<file path="config.mk">
export PLATFORM = sky130hd
export DESIGN_NAME = twowire_dtm_serial_flat
export DESIGN_NICKNAME = d
export VERILOG_FILES = /design/src/rtl/twowire_pkg.sv /design/src/rtl/twowire_dtm_serial_if.sv /design/src/rtl/twowire_dtm_serial.sv /design/src/flat_wrapper.sv
export SDC_FILE = /design/constraint.sdc
export NUM_CORES = 1
export LEC_CHECK = 0
export CORE_MARGIN = 10
export CORE_UTILIZATION = 57
export CTS_CLUSTER_SIZE = 20
export DETAILED_ROUTE_END_ITERATION = 7
export PLACE_DENSITY = 0.9
export SLEW_MARGIN = 15
export SYNTH_ARGS = -nofsm -noshare
export SYNTH_HDL_FRONTEND = slang
export SYNTH_SLANG_ARGS = --single-unit
</file>
<file path="constraint.sdc">
create_clock -name dck -period 2.59 [get_ports dck]
set_input_delay 0.6475 -clock dck [delete_from_list [all_inputs] [get_ports dck]]
set_output_delay 0.6475 -clock dck [all_outputs]
set_load 0.02 [all_outputs]
</file>
<file path="src/rtl/twowire_pkg.sv">
// ============================================================================
// twowire_pkg
// Shared definitions for the Two-Wire Debug DTM: command codes, FSM states,
// default connect sequence.
// Revision: 1.0
// ============================================================================
`default_nettype none

package twowire_pkg;

    localparam int CMD_WIDTH = 4;

    localparam logic [CMD_WIDTH-1:0] CMD_W_CSR  = 4'd3;
    localparam logic [CMD_WIDTH-1:0] CMD_W_ADDR = 4'd5;
    localparam logic [CMD_WIDTH-1:0] CMD_W_DATA = 4'd9;

    localparam logic [31:0] DEFAULT_CONNECT_SEQ = 32'ha7a3f5d1;

    typedef enum logic [3:0] {
        S_HUNT  = 4'd0,
        S_ADDR  = 4'd1,
        S_IDLE  = 4'd2,
        S_CMD   = 4'd3,
        S_CPAR  = 4'd4,
        S_DISP  = 4'd5,
        S_WDATA = 4'd6,
        S_WPAR  = 4'd7,
        S_TURN1 = 4'd8,
        S_RDATA = 4'd9,
        S_RPAR  = 4'd10,
        S_TURN2 = 4'd11
    } state_e;

    function automatic logic cmd_is_write(input logic [CMD_WIDTH-1:0] c);
        return (c == CMD_W_CSR) || (c == CMD_W_ADDR) || (c == CMD_W_DATA);
    endfunction

endpackage

`default_nettype wire

</file>
<file path="src/rtl/twowire_dtm_serial_if.sv">
// ============================================================================
// twowire_dtm_serial_if
// Handshake between the serial front-end (master) and the DTM core (slave).
// Revision: 1.0
// ============================================================================
`default_nettype none

interface twowire_dtm_serial_if #(
    parameter int W_CMD = 4
);
    logic             connected;
    logic             disconnect_now;
    logic [3:0]       mdropaddr;
    logic [W_CMD-1:0] cmd;
    logic             cmd_vld;
    logic             cmd_payload_end;
    logic             serial_parity_err;
    logic             serial_wdata;
    logic             serial_wdata_vld;
    logic             serial_rdata;
    logic             serial_rdata_rdy;

    modport master (
        output connected, cmd, cmd_vld, serial_parity_err,
               serial_wdata, serial_wdata_vld, serial_rdata_rdy,
        input  disconnect_now, mdropaddr, cmd_payload_end, serial_rdata
    );

    modport slave (
        input  connected, cmd, cmd_vld, serial_parity_err,
               serial_wdata, serial_wdata_vld, serial_rdata_rdy,
        output disconnect_now, mdropaddr, cmd_payload_end, serial_rdata
    );
endinterface

`default_nettype wire

</file>
<file path="src/rtl/twowire_dtm_serial.sv">
// ============================================================================
// twowire_dtm_serial
// Serial front-end of the Two-Wire Debug DTM: connect hunt, command receive,
// payload shifting with turnarounds and even parity.
// Revision: 1.0
// ============================================================================
`default_nettype none

module twowire_dtm_serial
    import twowire_pkg::*;
#(
    parameter int                W_CMD       = CMD_WIDTH,
    parameter int                W_CONN      = 32,
    parameter logic [W_CONN-1:0] CONNECT_SEQ = W_CONN'(DEFAULT_CONNECT_SEQ)
) (
    input  logic dck,
    input  logic drst_n,
    input  logic dio_i,
    output logic dio_o,
    output logic dio_oe,
    twowire_dtm_serial_if.master core
);

    localparam int W_CNT = $clog2((W_CMD > 4) ? W_CMD : 4);

    state_e            r_state;
    logic [W_CONN-1:0] r_hunt;
    logic [3:0]        r_addr;
    logic [W_CMD-1:0]  r_cmd_sh;
    logic [W_CMD-1:0]  r_cmd;
    logic [W_CNT-1:0]  r_cnt;
    logic              r_par;
    logic              r_connected;
    logic              r_cmd_vld;
    logic              r_dio_oe;

    logic [W_CONN-1:0] w_hunt_next;
    logic [3:0]        w_addr_next;
    logic [W_CMD-1:0]  w_cmd_next;
    logic              w_live;

    assign w_hunt_next = {r_hunt[W_CONN-2:0], dio_i};
    assign w_addr_next = {r_addr[2:0], dio_i};
    assign w_cmd_next  = {r_cmd_sh[W_CMD-2:0], dio_i};
    assign w_live      = (r_state != S_HUNT) && (r_state != S_ADDR);

    always_ff @(posedge dck or negedge drst_n) begin
        if (!drst_n) begin
            r_state     <= S_HUNT;
            r_hunt      <= '0;
            r_addr      <= '0;
            r_cmd_sh    <= '0;
            r_cmd       <= '0;
            r_cnt       <= '0;
            r_par       <= 1'b0;
            r_connected <= 1'b0;
            r_cmd_vld   <= 1'b0;
            r_dio_oe    <= 1'b0;
        end else begin
            r_cmd_vld <= 1'b0;
            if (w_live && core.disconnect_now) begin
                r_state     <= S_HUNT;
                r_connected <= 1'b0;
                r_hunt      <= '0;
                r_dio_oe    <= 1'b0;
            end else begin
                case (r_state)
                    S_HUNT: begin
                        r_hunt <= w_hunt_next;
                        if (w_hunt_next == CONNECT_SEQ) begin
                            r_state <= S_ADDR;
                            r_cnt   <= '0;
                        end
                    end
                    S_ADDR: begin
                        r_addr <= w_addr_next;
                        r_cnt  <= r_cnt + 1'b1;
                        if (r_cnt == W_CNT'(3)) begin
                            if (w_addr_next == core.mdropaddr) begin
                                r_state     <= S_IDLE;
                                r_connected <= 1'b1;
                            end else begin
                                r_state <= S_HUNT;
                                r_hunt  <= '0;
                            end
                        end
                    end
                    S_IDLE: begin
                        if (!dio_i) begin
                            r_state <= S_CMD;
                            r_cnt   <= '0;
                        end
                    end
                    S_CMD: begin
                        r_cmd_sh <= w_cmd_next;
                        r_cnt    <= r_cnt + 1'b1;
                        if (r_cnt == W_CNT'(W_CMD - 1)) r_state <= S_CPAR;
                    end
                    S_CPAR: begin
                        if (dio_i == ^r_cmd_sh) begin
                            r_cmd     <= r_cmd_sh;
                            r_cmd_vld <= 1'b1;
                            r_state   <= S_DISP;
                        end else begin
                            r_state <= S_IDLE;
                        end
                    end
                    S_DISP: begin
                        r_par   <= 1'b0;
                        r_state <= cmd_is_write(CMD_WIDTH'(r_cmd)) ? S_WDATA : S_TURN1;
                    end
                    S_WDATA: begin
                        r_par <= r_par ^ dio_i;
                        if (core.cmd_payload_end) r_state <= S_WPAR;
                    end
                    S_WPAR:  r_state <= S_IDLE;
                    S_TURN1: begin
                        r_dio_oe <= 1'b1;
                        r_state  <= S_RDATA;
                    end
                    S_RDATA: begin
                        r_par <= r_par ^ core.serial_rdata;
                        if (core.cmd_payload_end) r_state <= S_RPAR;
                    end
                    // Release the line one cycle ahead of S_IDLE so the host can drive again.
                    S_RPAR: begin
                        r_dio_oe <= 1'b0;
                        r_state  <= S_TURN2;
                    end
                    S_TURN2: r_state <= S_IDLE;
                    default: r_state <= S_HUNT;
                endcase
            end
        end
    end

    always_comb begin
        dio_o = 1'b0;
        if (r_state == S_RDATA)     dio_o = core.serial_rdata;
        else if (r_state == S_RPAR) dio_o = r_par;
    end

    assign dio_oe                 = r_dio_oe;
    assign core.connected         = r_connected;
    assign core.cmd               = r_cmd;
    assign core.cmd_vld           = r_cmd_vld;
    assign core.serial_wdata      = dio_i;
    assign core.serial_wdata_vld  = (r_state == S_WDATA);
    assign core.serial_rdata_rdy  = (r_state == S_RDATA);
    assign core.serial_parity_err = ((r_state == S_CPAR) && (dio_i != ^r_cmd_sh)) ||
                                    ((r_state == S_WPAR) && (dio_i != r_par));

endmodule

`default_nettype wire

</file>
<file path="src/flat_wrapper.sv">
// flat-port wrapper written by rule: the top's interface ports become plain ports
module twowire_dtm_serial_flat import twowire_pkg::*;
#(
    parameter int                W_CMD       = CMD_WIDTH,
    parameter int                W_CONN      = 32,
    parameter logic [W_CONN-1:0] CONNECT_SEQ = W_CONN'(DEFAULT_CONNECT_SEQ)
)
  (dck, drst_n, dio_i, dio_o, dio_oe, core_connected, core_cmd, core_cmd_vld, core_serial_parity_err, core_serial_wdata, core_serial_wdata_vld, core_serial_rdata_rdy, core_disconnect_now, core_mdropaddr, core_cmd_payload_end, core_serial_rdata);
  twowire_dtm_serial_if #(.W_CMD(W_CMD)) core_i ();
  input  logic dck;
  input  logic drst_n;
  input  logic dio_i;
  output logic dio_o;
  output logic dio_oe;
  output wire logic [$bits(core_i.connected)-1:0] core_connected;
  output wire logic [$bits(core_i.cmd)-1:0] core_cmd;
  output wire logic [$bits(core_i.cmd_vld)-1:0] core_cmd_vld;
  output wire logic [$bits(core_i.serial_parity_err)-1:0] core_serial_parity_err;
  output wire logic [$bits(core_i.serial_wdata)-1:0] core_serial_wdata;
  output wire logic [$bits(core_i.serial_wdata_vld)-1:0] core_serial_wdata_vld;
  output wire logic [$bits(core_i.serial_rdata_rdy)-1:0] core_serial_rdata_rdy;
  input wire logic [$bits(core_i.disconnect_now)-1:0] core_disconnect_now;
  input wire logic [$bits(core_i.mdropaddr)-1:0] core_mdropaddr;
  input wire logic [$bits(core_i.cmd_payload_end)-1:0] core_cmd_payload_end;
  input wire logic [$bits(core_i.serial_rdata)-1:0] core_serial_rdata;
  assign core_connected = core_i.connected;
  assign core_cmd = core_i.cmd;
  assign core_cmd_vld = core_i.cmd_vld;
  assign core_serial_parity_err = core_i.serial_parity_err;
  assign core_serial_wdata = core_i.serial_wdata;
  assign core_serial_wdata_vld = core_i.serial_wdata_vld;
  assign core_serial_rdata_rdy = core_i.serial_rdata_rdy;
  assign core_i.disconnect_now = core_disconnect_now;
  assign core_i.mdropaddr = core_mdropaddr;
  assign core_i.cmd_payload_end = core_cmd_payload_end;
  assign core_i.serial_rdata = core_serial_rdata;
  twowire_dtm_serial #(.W_CMD(W_CMD), .W_CONN(W_CONN), .CONNECT_SEQ(CONNECT_SEQ)) u_core (.dck(dck), .drst_n(drst_n), .dio_i(dio_i), .dio_o(dio_o), .dio_oe(dio_oe), .core(core_i));
endmodule
</file>
==> Word level (Yosys, flattened, before mapping) <==
Index checks and enable logic that the tools add are counted.
{ "classes": {"n_addsub": 1, "multipliers": 0, "div_mod_pow": 0, "magnitude_cmp": 0, "eq_ne": 30, "n_shift": 0, "muxes": 30, "bitwise_logic": 3, "reduce_logical": 27} }
{ "ops": {"columns": ["operator", "n"], "rows": [
  ["$mux W31", 3],
  ["$pmux W31 S2", 1],
  ["$pmux W4 S11", 1],
  ["$eq A32 B32 Y1 const B", 1],
  ["$mux W4", 8],
  ["$eq A4 B3 Y1 const B", 5],
  ["$eq A4 B4 Y1 const B", 5],
  ["$ne A3 B1 Y1 const B", 5],
  ["$eq A4 B2 Y1 const B", 3],
  ["$reduce_bool A3 Y1", 4],
  ["$mux W1", 10],
  ["$reduce_and A3 Y1", 3],
  ["$mux W2", 3],
  ["$ne A3 B2 Y1 const B", 2],
  ["$pmux W2 S3", 1],
  ["$reduce_and A2 Y1", 3],
  ["$reduce_and A6 Y1", 1],
  ["$reduce_bool A2 Y1", 3],
  ["$eq A4 B1 Y1 const B", 1],
  ["$eq A4 B4 Y1", 1],
  ["$logic_and A1 B1 Y1", 4],
  ["$logic_not A4 Y1", 1],
  ["$ne A4 B1 Y1 const B", 1],
  ["$reduce_and A4 Y1", 1],
  ["15 further kinds", 20]
]} }
{ "totals": {"register_bits": 52, "latch_bits": 0, "ram_bits": 0, "mem_bits_ro": 0, "memories": 0} }

==> Logic depth before layout (Yosys ltp) <==
{ "depth": {"ltp_word": 6, "depth_mapped": 8} }

==> Worst setup path before layout <==
No wires, ideal clock.
{ "synth_timing": {"path_kind": "input to output", "start": "input port dio_i", "end": "output port core_serial_parity_err", "arrival_ps": 2043, "t_required_ps": 1942, "setup_slack_ps": -101, "stages": 5, "cell_sequence": "xnor3_2 xnor2_2 nor3b_1 a31oi_1 nor3_1"} }
{ "synth_via": {"elab_chain_len": 3} }
{ "synth_lines": {"columns": ["item", "line", "rtl"], "rows": [
  ["from (decl)", "flat_wrapper.sv:12", "input logic dio_i;"],
  ["$ne A1 B1 Y1, on equally long branches", "twowire_dtm_serial.sv:150, twowire_dtm_serial.sv:151", null],
  ["$logic_and A1 B1 Y1, on equally long branches", "twowire_dtm_serial.sv:150, twowire_dtm_serial.sv:151", null],
  ["$logic_or A1 B1 Y1 *", "twowire_dtm_serial.sv:150", "assign core.serial_parity_err = ((r_state == S_CPAR) && (dio_i != ^r_cmd_sh)) ||"],
  ["to (decl)", "flat_wrapper.sv:18", "output wire logic [$bits(core_i.serial_parity_err)-1:0] core_serial_parity_err;"]
]} }
Mark *: on every way between the ends. The rest lies on a longest branch, timed or not.

==> Final worst setup path <==
{ "layout_timing": {"start": "register u_core.r_state[2]", "end": "output port core_serial_rdata_rdy"} }
{ "layout_via": {"elab_chain_len": 1} }
{ "layout_lines": {"columns": ["item", "line", "rtl"], "rows": [
  ["from (decl)", "twowire_dtm_serial.sv:26", "state_e r_state;"],
  ["from (signal assigned)", "twowire_dtm_serial.sv:110", "r_state <= cmd_is_write(CMD_WIDTH'(r_cmd)) ? S_WDATA : S_TURN1;"],
  ["$eq A4 B4 Y1", "twowire_dtm_serial.sv:149", "assign core.serial_rdata_rdy = (r_state == S_RDATA);"],
  ["to (decl)", "flat_wrapper.sv:21", "output wire logic [$bits(core_i.serial_rdata_rdy)-1:0] core_serial_rdata_rdy;"]
]} }
No other way between the ends.

==> impl_metrics.ini <==
[clocking]
cts_tree = built
hold_buffers = 0
clock_path_buffers = 2
cts-root-buf = clkbuf_8
insertion_delay_ns = 0.31
htreeDepth = 2
numCtsBuffers = 5
clock-sinks = 52
cts.clk_slew.worst_paths_ns = 0.10

[timing]
tightest_slew_ns = 0.6249
fin_skew_ns = 0.009887
hold_viol_final = 0
fin_crit_ns = 2.484
slew_headroom_pct = 58.34
drv_slew = 0
max_freq_mhz = 402.5
setup-violations-final = 0
setup_tns_ns = 0
layout_worst_path_cycle_share_pct = 95.93
holdWs_ns = 0.4448
grt_setup_unrepaired = no

[pwr]
p_leak_nw = 1.337
power-per-cell-area_nw_per_um2 = 1188
peakVddDrop_uv = 653.3

[global_routing]
grt_use_total_pct = 14.30
grt_pass1_wl_um = 8714
gr-total-overflow = 0
grt_pass1_vias = 1792
antenna_found_initial = 0
grt_max_degree = 53

[worst_setup_path]
cp.depth = 5
path_delay_family = buffers and inverters
reg2reg_to = u_core.r_state[1]
r2r_slack_ns = 0.56
worst-path-buf-inv = 3
reg2reg_depth = 5
r2r_start = u_core.r_state[1]
cp_slowest_stage_delay_ns = 0.60
cp-end-kind = output pin
cp_slowest_cell = clkdlybuf4s50_1
crit_type = flip-flop to output pin
critPathMaxFanout = 17
startpoint_type = flip-flop
cp.required_ns = 1.94
arrival_ns = 1.84
worstPathCellList = buf_4 -> nor2b_1 -> nand2_1 -> inv_1 -> clkdlybuf4s50_1

[place]
io_buffers = 21
gp_congestion = 0.9323
dpl-instance-area_sq_um = 2849
dp_hpwl_um = 3603
place_inst = 293

[route]
drt_wl_total_um = 5298
drcViolationCount = 0
ant_nets = 0
num_vias = 1837
viasPerCell = 6.083
drtPass1Iterations = 4
drtIter0Drc = 199
wl_per_cell_um = 17.54

[outcome]
status = complete, no violations

[yosys]
yosysWarnings = 0
netlist_area_sq_um = 2555
synth_edf_count = 0
syn_avg_cell_area_sq_um = 11.51
synthArstFlopShare_pct = 100.0
ys_seq_area_share_pct = 50.93
ys_ff_latch = 52
syn_inst = 222
ys.flop_type = dfrtp_1
ys_types = 52
syn_nets = 233

[layout]
stdcell_count = 302
nets = 260
areaGrowthSynthToFinish_pct = 15.67
diodes = 0
fillers = 309
drive_gt1_share_pct = 20.00
finish.instance_area_sq_um = 2955

[job]
drv_cap = 0

[floorplan]
pin_count = 22
initial_utilization_pct = 58.68
dieHeight_um = 86.95
rows = 24
fp.coreArea_sq_um = 4354
die_w_um = 86.95
die-area_sq_um = 7560

[hold_path]
worst_hold_path_type = primary input to asynchronous set/reset pin
## synth_stat cells (all sizes together), types with 2 or more instances
library cell,count,area share [%]
dfrtp,52,51
a22o,32,11
mux2,12,5.3
o21ai,12,2.4
buf,11,3.5
nor2,10,1.6
inv,9,1.3
nand2,9,1.3
a21oi,7,1.4
xor2,6,2.1
clkbuf,4,0.59
nor2b,4,0.98
nor3,4,1.4
a31oi,3,0.73
nand2b,3,0.73
nand4,3,0.73
nor4bb,3,1.2
o31ai,3,0.88
a211oi,2,0.59
and4,2,0.69
nand3,2,0.39
nand3b,2,0.59
nor3b,2,0.59
nor4,2,0.73
nor4b,2,0.69
o21a,2,0.59
or3,2,0.49
xnor2,2,0.98
## routing by layer
metal | track usage (%) | vias to the layer above | part of all wire (%)
met5 | 0 | - | 0
met4 | 5.302 | 0 | 1.5
met3 | 3.933 | 7 | 4.3
met2 | 22.32 | 43 | 50
met1 | 18.43 | 904 | 45
li1 | - | 883 | -
## flip-flops by register name, indices dropped and copies added, names as in the netlist
signal	count
u_core.r_cnt	2
u_core.r_cmd_sh	4
u_core.r_addr	3
u_core.r_par	1
u_core.core.cmd	4
u_core.core.connected	1
u_core.core.cmd_vld	1
u_core.r_hunt	31
u_core.dio_oe	1
u_core.r_state	4
## logic make-up (layout without fill, tap and decap cells)
group                    count (synthesis)  in the layout  share of synthesized area [%]
AO/OA/AOI/OAI                           71             71                          20.96
AND/OR/NAND/NOR                         53             53                          12.98
flip-flops                              52             52                          50.93
buffers and inverters                   24             52                          5.386
multiplexers                            12             12                          5.289
XOR/XNOR                                 9              9                          3.967
adder cells (fa/ha/maj)                  1              1                         0.4896
## layout make-up
type / count / area, sq um / share of cell area [%]
clock buffers: 5 / 68.82 / 2.329
inverters: 9 / 33.78 / 1.143
multi-input cells: 146 / 1141 / 38.61
clock inverters: 3 / 21.27 / 0.7197
repair buffers: 35 / 322.8 / 10.92
well taps: 52 / 65.06 / 2.202
flip-flops and latches: 52 / 1303 / 44.07
## timing repair
item                                    CTS  global route
endpoints found under the setup margin    2             4
resized for setup                         7             4
buffers inserted                          0             1
pin swaps                                 1             0
## worst register-to-register path, stage by stage (launching register included)
cell     delay [ns]
dfrtp_1        0.50
buf_4          0.25
inv_2          0.10
o41a_1         0.40
o21ai_1        0.29
mux2_2         0.38
## cell usage in the layout (no fill, tap or decap), types with 2 or more instances in the layout
cell type / instances
dfrtp_1: 51
a22o_1: 32
clkdlybuf4s50_1: 17
buf_4: 14
mux2_2: 12
nand2_1: 9
nor2_1: 9
o21ai_0: 9
inv_1: 8
a21oi_1: 7
xor2_1: 6
clkbuf_8: 5
nor2b_1: 3
a31oi_1: 3
nand2b_1: 3
nor4bb_1: 3
nand4_1: 3
o31ai_1: 3
nand3b_1: 2
nor3_2: 2
and4_1: 2
nor4b_1: 2
o21ai_1: 2
or3_1: 2
o21a_1: 2
a211oi_1: 2
nand3_1: 2
## worst max-delay path by stage
stage | from | to | slack, ns
after floorplan | dio_i | core_serial_parity_err | 0.06
final | u_core.r_state[2] | core_serial_rdata_rdy | 0.11
after global placement | dio_i | core_serial_parity_err | -0.77
after CTS | u_core.r_state[3] | core_serial_wdata_vld | 0.03
after global routing | dio_i | core_serial_parity_err | 0.007
after detailed placement | dio_i | core_serial_parity_err | -0.83
## per-stage QoR
step	setup slack [ns]	total power, mW	utilization (%)
CTS	0.03035	3.501	67.53
global route	0.007371	3.754	67.87
finish	0.1055	3.512	67.87
floorplan	0.06320	2.537	-
global placement	-0.7681	2.937	65.43
detailed placement	-0.8323	3.008	65.43
## power by group
| part | internal, mW | leakage [nW] | total [mW] | switching [mW] |
|---|---|---|---|---|
| Sequential | 1.08 | 0.696 | 1.31 | 0.235 |
| Clock | 0.192 | 0.0445 | 0.467 | 0.275 |
| Combinational | 0.811 | 0.597 | 1.73 | 0.919 |
| Total | 2.08 | 1.34 | 3.51 | 1.43 |
(Power assumes the default switching activity.)
